`src/rtl/jenc_line_block_reader.sv`:
```
// jenc_line_block_reader
//   Reads one 8-line stripe out of the 64-bit line buffer and streams it to the
//   DCT stage. The buffer is block-major (addr = blk*8 + row), so a linear
//   address counter visits blk 0 rows 0..7, then blk 1, and so on.
//   A 2-entry skid FIFO absorbs the 1-cycle RAM latency. Reads are issued only
//   when the FIFO plus the in-flight read leave room for the new word, so an
//   issued read never has to stall.
// Ports
//   clk_i, rst_i          clock, synchronous active-high reset
//   start_i/num_blocks_i  begin readout of num_blocks_i blocks (1..DEPTH/8)
//   busy_o, done_o        readout in progress / final row handed off (pulse)
//   rd_en_o, rd_addr_o    RAM read port; rd_data_i valid one cycle later
//   row_*_o, row_ready_i  valid/ready row stream with row/block sideband
//   last_o                marks row 7 of the final block
module jenc_line_block_reader #(
    parameter int DEPTH  = 1440,
    parameter int ADDR_W = 11,
    parameter int BLK_W  = 8
) (
    input  logic              clk_i,
    input  logic              rst_i,
    input  logic              start_i,
    input  logic [BLK_W-1:0]  num_blocks_i,
    output logic              busy_o,
    output logic              done_o,
    output logic              rd_en_o,
    output logic [ADDR_W-1:0] rd_addr_o,
    input  logic [63:0]       rd_data_i,
    output logic              row_valid_o,
    input  logic              row_ready_i,
    output logic [63:0]       row_data_o,
    output logic [2:0]        row_idx_o,
    output logic [BLK_W-1:0]  blk_idx_o,
    output logic              last_o
);
    localparam logic [BLK_W-1:0] MAX_NB = BLK_W'(DEPTH / 8);

    typedef enum logic [1:0] {IDLE, RUN, DRAIN} state_e;

    state_e              state_q, state_d;
    logic [ADDR_W-1:0]   addr_q, end_q;

    // Sideband of the read currently in flight through the RAM
    logic                fl_q;
    logic [2:0]          fl_row_q;
    logic [BLK_W-1:0]    fl_blk_q;
    logic                fl_last_q;

    // Skid FIFO
    logic [63:0]         f_data_q [2];
    logic [2:0]          f_row_q  [2];
    logic [BLK_W-1:0]    f_blk_q  [2];
    logic                f_last_q [2];
    logic                f_rp_q, f_wp_q;
    logic [1:0]          f_cnt_q;

    logic                start_ok, issue_last, pop, room;
    logic [2:0]          occ;

    assign start_ok   = start_i && (num_blocks_i != '0) && (num_blocks_i <= MAX_NB);
    assign issue_last = (addr_q == end_q);
    assign pop        = row_valid_o && row_ready_i;

    // Words that will still be held after this cycle's pop; a new read is
    // allowed while that leaves one free slot for it.
    assign occ  = 3'(f_cnt_q) + 3'(fl_q) - 3'(pop);
    assign room = (occ < 3'd2);

    assign row_valid_o = (f_cnt_q != 2'd0);
    assign row_data_o  = f_data_q[f_rp_q];
    assign row_idx_o   = f_row_q[f_rp_q];
    assign blk_idx_o   = f_blk_q[f_rp_q];
    assign last_o      = f_last_q[f_rp_q];
    assign rd_addr_o   = addr_q;

    // State register
    always_ff @(posedge clk_i) begin
        if (rst_i) state_q <= IDLE;
        else       state_q <= state_d;
    end

    // Next state
    always_comb begin
        state_d = state_q;
        case (state_q)
            IDLE:    if (start_ok)                  state_d = RUN;
            RUN:     if (rd_en_o && issue_last)     state_d = DRAIN;
            DRAIN:   if (pop && last_o)             state_d = IDLE;
            default:                                state_d = IDLE;
        endcase
    end

    // FSM outputs
    always_comb begin
        busy_o  = (state_q != IDLE);
        rd_en_o = (state_q == RUN) && room;
        done_o  = (state_q == DRAIN) && pop && last_o;
    end

    // Address counter; it parks on the end address after the final read
    always_ff @(posedge clk_i) begin
        if (rst_i) begin
            addr_q <= '0;
            end_q  <= '0;
        end else if (state_q == IDLE && start_ok) begin
            addr_q <= '0;
            end_q  <= (ADDR_W'(num_blocks_i) << 3) - ADDR_W'(1);
        end else if (rd_en_o && !issue_last) begin
            addr_q <= addr_q + ADDR_W'(1);
        end
    end

    // In-flight tracking; clearing fl_q on reset drops the cancelled read
    always_ff @(posedge clk_i) begin
        if (rst_i) begin
            fl_q      <= 1'b0;
            fl_row_q  <= '0;
            fl_blk_q  <= '0;
            fl_last_q <= 1'b0;
        end else begin
            fl_q      <= rd_en_o;
            fl_row_q  <= addr_q[2:0];
            fl_blk_q  <= BLK_W'(addr_q >> 3);
            fl_last_q <= issue_last;
        end
    end

    // Skid FIFO: push the returning RAM word, pop on handshake
    always_ff @(posedge clk_i) begin
        if (rst_i) begin
            f_rp_q  <= 1'b0;
            f_wp_q  <= 1'b0;
            f_cnt_q <= 2'd0;
            for (int i = 0; i < 2; i++) begin
                f_data_q[i] <= '0;
                f_row_q[i]  <= '0;
                f_blk_q[i]  <= '0;
                f_last_q[i] <= 1'b0;
            end
        end else begin
            if (fl_q) begin
                f_data_q[f_wp_q] <= rd_data_i;
                f_row_q[f_wp_q]  <= fl_row_q;
                f_blk_q[f_wp_q]  <= fl_blk_q;
                f_last_q[f_wp_q] <= fl_last_q;
                f_wp_q           <= ~f_wp_q;
            end
            if (pop) f_rp_q <= ~f_rp_q;
            f_cnt_q <= f_cnt_q + 2'(fl_q) - 2'(pop);
        end
    end
endmodule

```
`config.mk`:
```
export PLATFORM = sky130hd
export DESIGN_NAME = jenc_line_block_reader
export DESIGN_NICKNAME = d
export VERILOG_FILES = /design/src/rtl/jenc_line_block_reader.sv
export SDC_FILE = /design/constraint.sdc
export NUM_CORES = 1
export LEC_CHECK = 0
export BUFFER_PORTS_ARGS = -buffer_cell sky130_fd_sc_hd__buf_2
export CAP_MARGIN = 10
export CORE_UTILIZATION = 58
export CTS_CLUSTER_DIAMETER = 60
export DETAILED_ROUTE_END_ITERATION = 10
export PLACE_DENSITY = 0.9
export SLEW_MARGIN = 20
export SYNTH_ARGS = -nofsm -noshare
export SYNTH_HDL_FRONTEND = slang
export SYNTH_SLANG_ARGS = --single-unit
```
`constraint.sdc`:
```
create_clock -name clk_i -period 7 [get_ports clk_i]
set_input_delay 0.35 -clock clk_i [delete_from_list [all_inputs] [get_ports clk_i]]
set_output_delay 0.35 -clock clk_i [all_outputs]
set_load 0.02 [all_outputs]
```
==> results.sh <==
export IMPL_die_width_um=121.7
export IMPL_synth_edf_count=152
export IMPL_ant_nets=0
export IMPL_ys_types=45
export IMPL_tritoncts="yes"
export IMPL_p_switching_w=0.0006010
export IMPL_avgViaCountPerCell=5.419
export IMPL_wl_per_cell_um=17.33
export IMPL_power_w=0.002571
export IMPL_slowest_stage="or4_1"
export IMPL_wirelength_um=16530
export IMPL_crit_path_max_incr_delay_ns=0.52
export IMPL_yosysWarnings=0
export IMPL_r2r_cells=11
export IMPL_cts_made_buffers=17
export IMPL_cp_max_fo=21
export IMPL_syn_area_mm2=0.008309
export IMPL_swShare=0.2338
export IMPL_synthArstFlopShare=0
export IMPL_ir_worst_vdd_mv=0.1712
export IMPL_io_buffer_count=166
export IMPL_grt_max_degree=78
export IMPL_core_area_mm2=0.01393
export IMPL_synth_top_cell_by_area="edfxtp_1"
export IMPL_die_y_um=121.7
export IMPL_r2r_start="f_cnt_q[1]$_SDFF_PP0_"
export IMPL_timing_max_cap_violations=0
export IMPL_htreeDepth=4
export IMPL_cts_clk_slew_worst_paths_ns=0.06
export IMPL_worst_clock_skew_ns=0.007025
export IMPL_drtPass1Iterations=4
export IMPL_fin_nets=841
export IMPL_yosysSeqAreaShare=0.6457
export IMPL_gp_congestion=0.8218
export IMPL_cts_hold_buf=0
export IMPL_power_leakage_nw=4.040
export IMPL_groute_usage_overall=0.2292
export IMPL_antenna_found_initial=0
export IMPL_ys_flop_type="edfxtp_1"
export IMPL_first_global_vias=5162
export IMPL_avgSynthCellArea_um2=13.69
export IMPL_powerDensity_mw_per_mm2=260.3
export IMPL_hp_start="num_blocks_i[0]"
export IMPL_max_slew_margin=0.3151
export IMPL_period_share=0.3984
export IMPL_cts_setup_buffers=0
export IMPL_yosys_top_cells_count="and2_1 (152), edfxtp_1 (152), mux2_2 (76), dfxtp_1 (40), clkbuf_1 (25)"
export IMPL_syn_inst=607
export IMPL_ys_top_cells_by_area="edfxtp_1 (55%), and2_1 (11%), mux2_2 (10%)"
export IMPL_fmax_mhz=358.5
export IMPL_fp_row_count=43
export IMPL_ys_ff_latch=192
export IMPL_drc=0
export IMPL_post_dp_hpwl_um=10410
export IMPL_min_to="end_q[3]$_SDFFE_PP0P_"
export IMPL_grt_pass1_wl_um=25360
export IMPL_seq_area_mm2=0.005369
export IMPL_multiInputGateArea_mm2=0.002773
export IMPL_p_clk_frac=0.372
export IMPL_initial_core_util=0.5963
export IMPL_nFillCells=911
export IMPL_r2r_setup_slack_ns=4.21
export IMPL_seq_power_share=0.516
export IMPL_syn2layout_area_growth_pct=18.84
export IMPL_dp_cells=920
export IMPL_synth_nets=688
export IMPL_rsz0062_at_grt="false"
export IMPL_required_ns=7.36
export IMPL_cp_arrival_ns=3.15
export IMPL_worstMarginPinSlew_ns=1.027
export IMPL_drive_above_1_share=0.3726
export IMPL_internal_power_w=0.001970
export IMPL_vias=5170
export IMPL_root_buffer="clkbuf_16"
export IMPL_combPwrFrac=0.112
export IMPL_holdPathStages=2
export IMPL_path_class="reg -> reg"
export IMPL_reg2reg_to="rd_addr_o[8]$_SDFFE_PP0P_"
export IMPL_cts_resized=0
export IMPL_layout_min_cycle_time_ns=2.789
export IMPL_hold_class="in -> reg"
export IMPL_drv_slew=0
export IMPL_clk_path_buf_depth=2
export IMPL_synth_top_area_share=0.5493
export IMPL_crit_path_start_kind="flip-flop"
export IMPL_tns_ns=0
export IMPL_grt_overflow_total=0
export IMPL_stdcell_count=954
export IMPL_setup_viol=0
export IMPL_status="finished clean"
export IMPL_die_area_mm2=0.01481
export IMPL_insertion_delay_ns=0.43
export IMPL_endpoint_kind="flip-flop"
export IMPL_worstSetupStartpoint="f_cnt_q[1]$_SDFF_PP0_"
export IMPL_crit_chain="nand3_1, o21ai_0, ha_1, fa_1, xnor2_1, or3_4, clkinv_2, o41ai_2, buf_4, or4_1, a21oi_1"
export IMPL_drt_iter0_drc=388
export IMPL_boundaryPins=167
export IMPL_cts_sinks=192
export IMPL_finalHoldViolations=0
per-layer routing:
metal,vias to the layer above,share of wire,wire [um],global-route usage
met4,0,0.029,486,0.1173
met3,39,0.057,941,0.04635
met1,2498,0.40,6570,0.2728
met2,181,0.52,8533,0.3938
li1,2452,-,-,-
met5,-,0,0,0
worst max-delay path, delay by kind of cell (launching register included):
kind	cells	cell delay, ns
flops	1	0.35
buf+inv	2	0.27
simple gates	3	1.07
compound gates	3	0.31
fa+ha+maj	2	0.58
xor+xnor	1	0.14
flip-flops by register name (all words and copies together) (netlist names), 2 cells and up, named ones only:
register and cells:
fl_row_q 3, f_cnt_q 2, end_q 9, rd_addr_o 11, f_last_q 2, fl_blk_q 8, f_row_q 6, state_q 2
f_blk_q 16, f_data_q 128
cell usage in the layout, fill, tap and decap left out, types with 5 or more instances in the layout:
master and instances:
a211oi_1 7, a21oi_1 11, and2_1 152, buf_2 166, clkbuf_16 19, clkinv_2 5, dfxtp_1 39, edfxtp_1 152
inv_1 10, mux2_2 76, nand2_1 10, nand3_1 8, nor2_1 19, nor2b_1 14, o21ai_0 7, or3_1 5
or4_1 5, xnor2_1 13
logic make-up after synthesis:
kind of cell | after synthesis | synth area share
XOR/XNOR | 17 | 0.01792
flip-flops | 192 | 0.6457
buffers and inverters | 45 | 0.02304
adder cells (fa/ha/maj) | 5 | 0.008433
multiplexers | 76 | 0.1030
AO/OA/AOI/OAI | 39 | 0.03267
AND/OR/NAND/NOR | 233 | 0.1693
worst max-delay path by stage:
stage / slack, ns / cells after the start / end
floorplan: 4.15 / 3 / f_blk_q[0][0]$_SDFFCE_PN0P_
global placement: 3.83 / 4 / f_data_q[1][46]$_SDFFCE_PN0P_
detailed placement: 3.77 / 4 / f_data_q[1][50]$_SDFFCE_PN0P_
CTS: 4.11 / 2 / f_data_q[1][45]$_SDFFCE_PN0P_
global route: 4.04 / 12 / rd_addr_o[7]$_SDFFE_PP0P_
finish: 4.21 / 11 / rd_addr_o[8]$_SDFFE_PP0P_
power by group through the flow:
stage	clock, W	sequential (W)	combinational, W
after CTS	0.000964	0.00133	0.000288
after global routing	0.00100	0.00133	0.000309
after detailed placement	0	0.00135	0.000285
after floorplan	0	0.00134	0.000196
after global placement	0	0.00134	0.000279
final	0.000957	0.00133	0.000288
through the flow:
stage          hold slack (ns)  utilization  setup WS [ns]  area (um^2)
2_1_floorplan           0.4456            -          4.147         8309
3_3_place_gp            0.4869       0.6631          3.833         9240
3_5_place_dp            0.5021       0.6631          3.768         9240
4_1_cts                 0.1307       0.7059          4.109         9837
5_1_grt                 0.1392       0.7084          4.036         9872
6_report                0.1390       0.7086          4.211         9874
final cells by class:
cell class	instances	share of cell area
diodes	1	0.0002534
multi-input cells	370	0.2808
well taps	180	0.02281
clock buffers	24	0.05309
repair buffers	168	0.08768
flip-flops and latches	192	0.5437
clock inverters	8	0.007349
inverters	11	0.004308
Power figures use the tool's default switching activity.
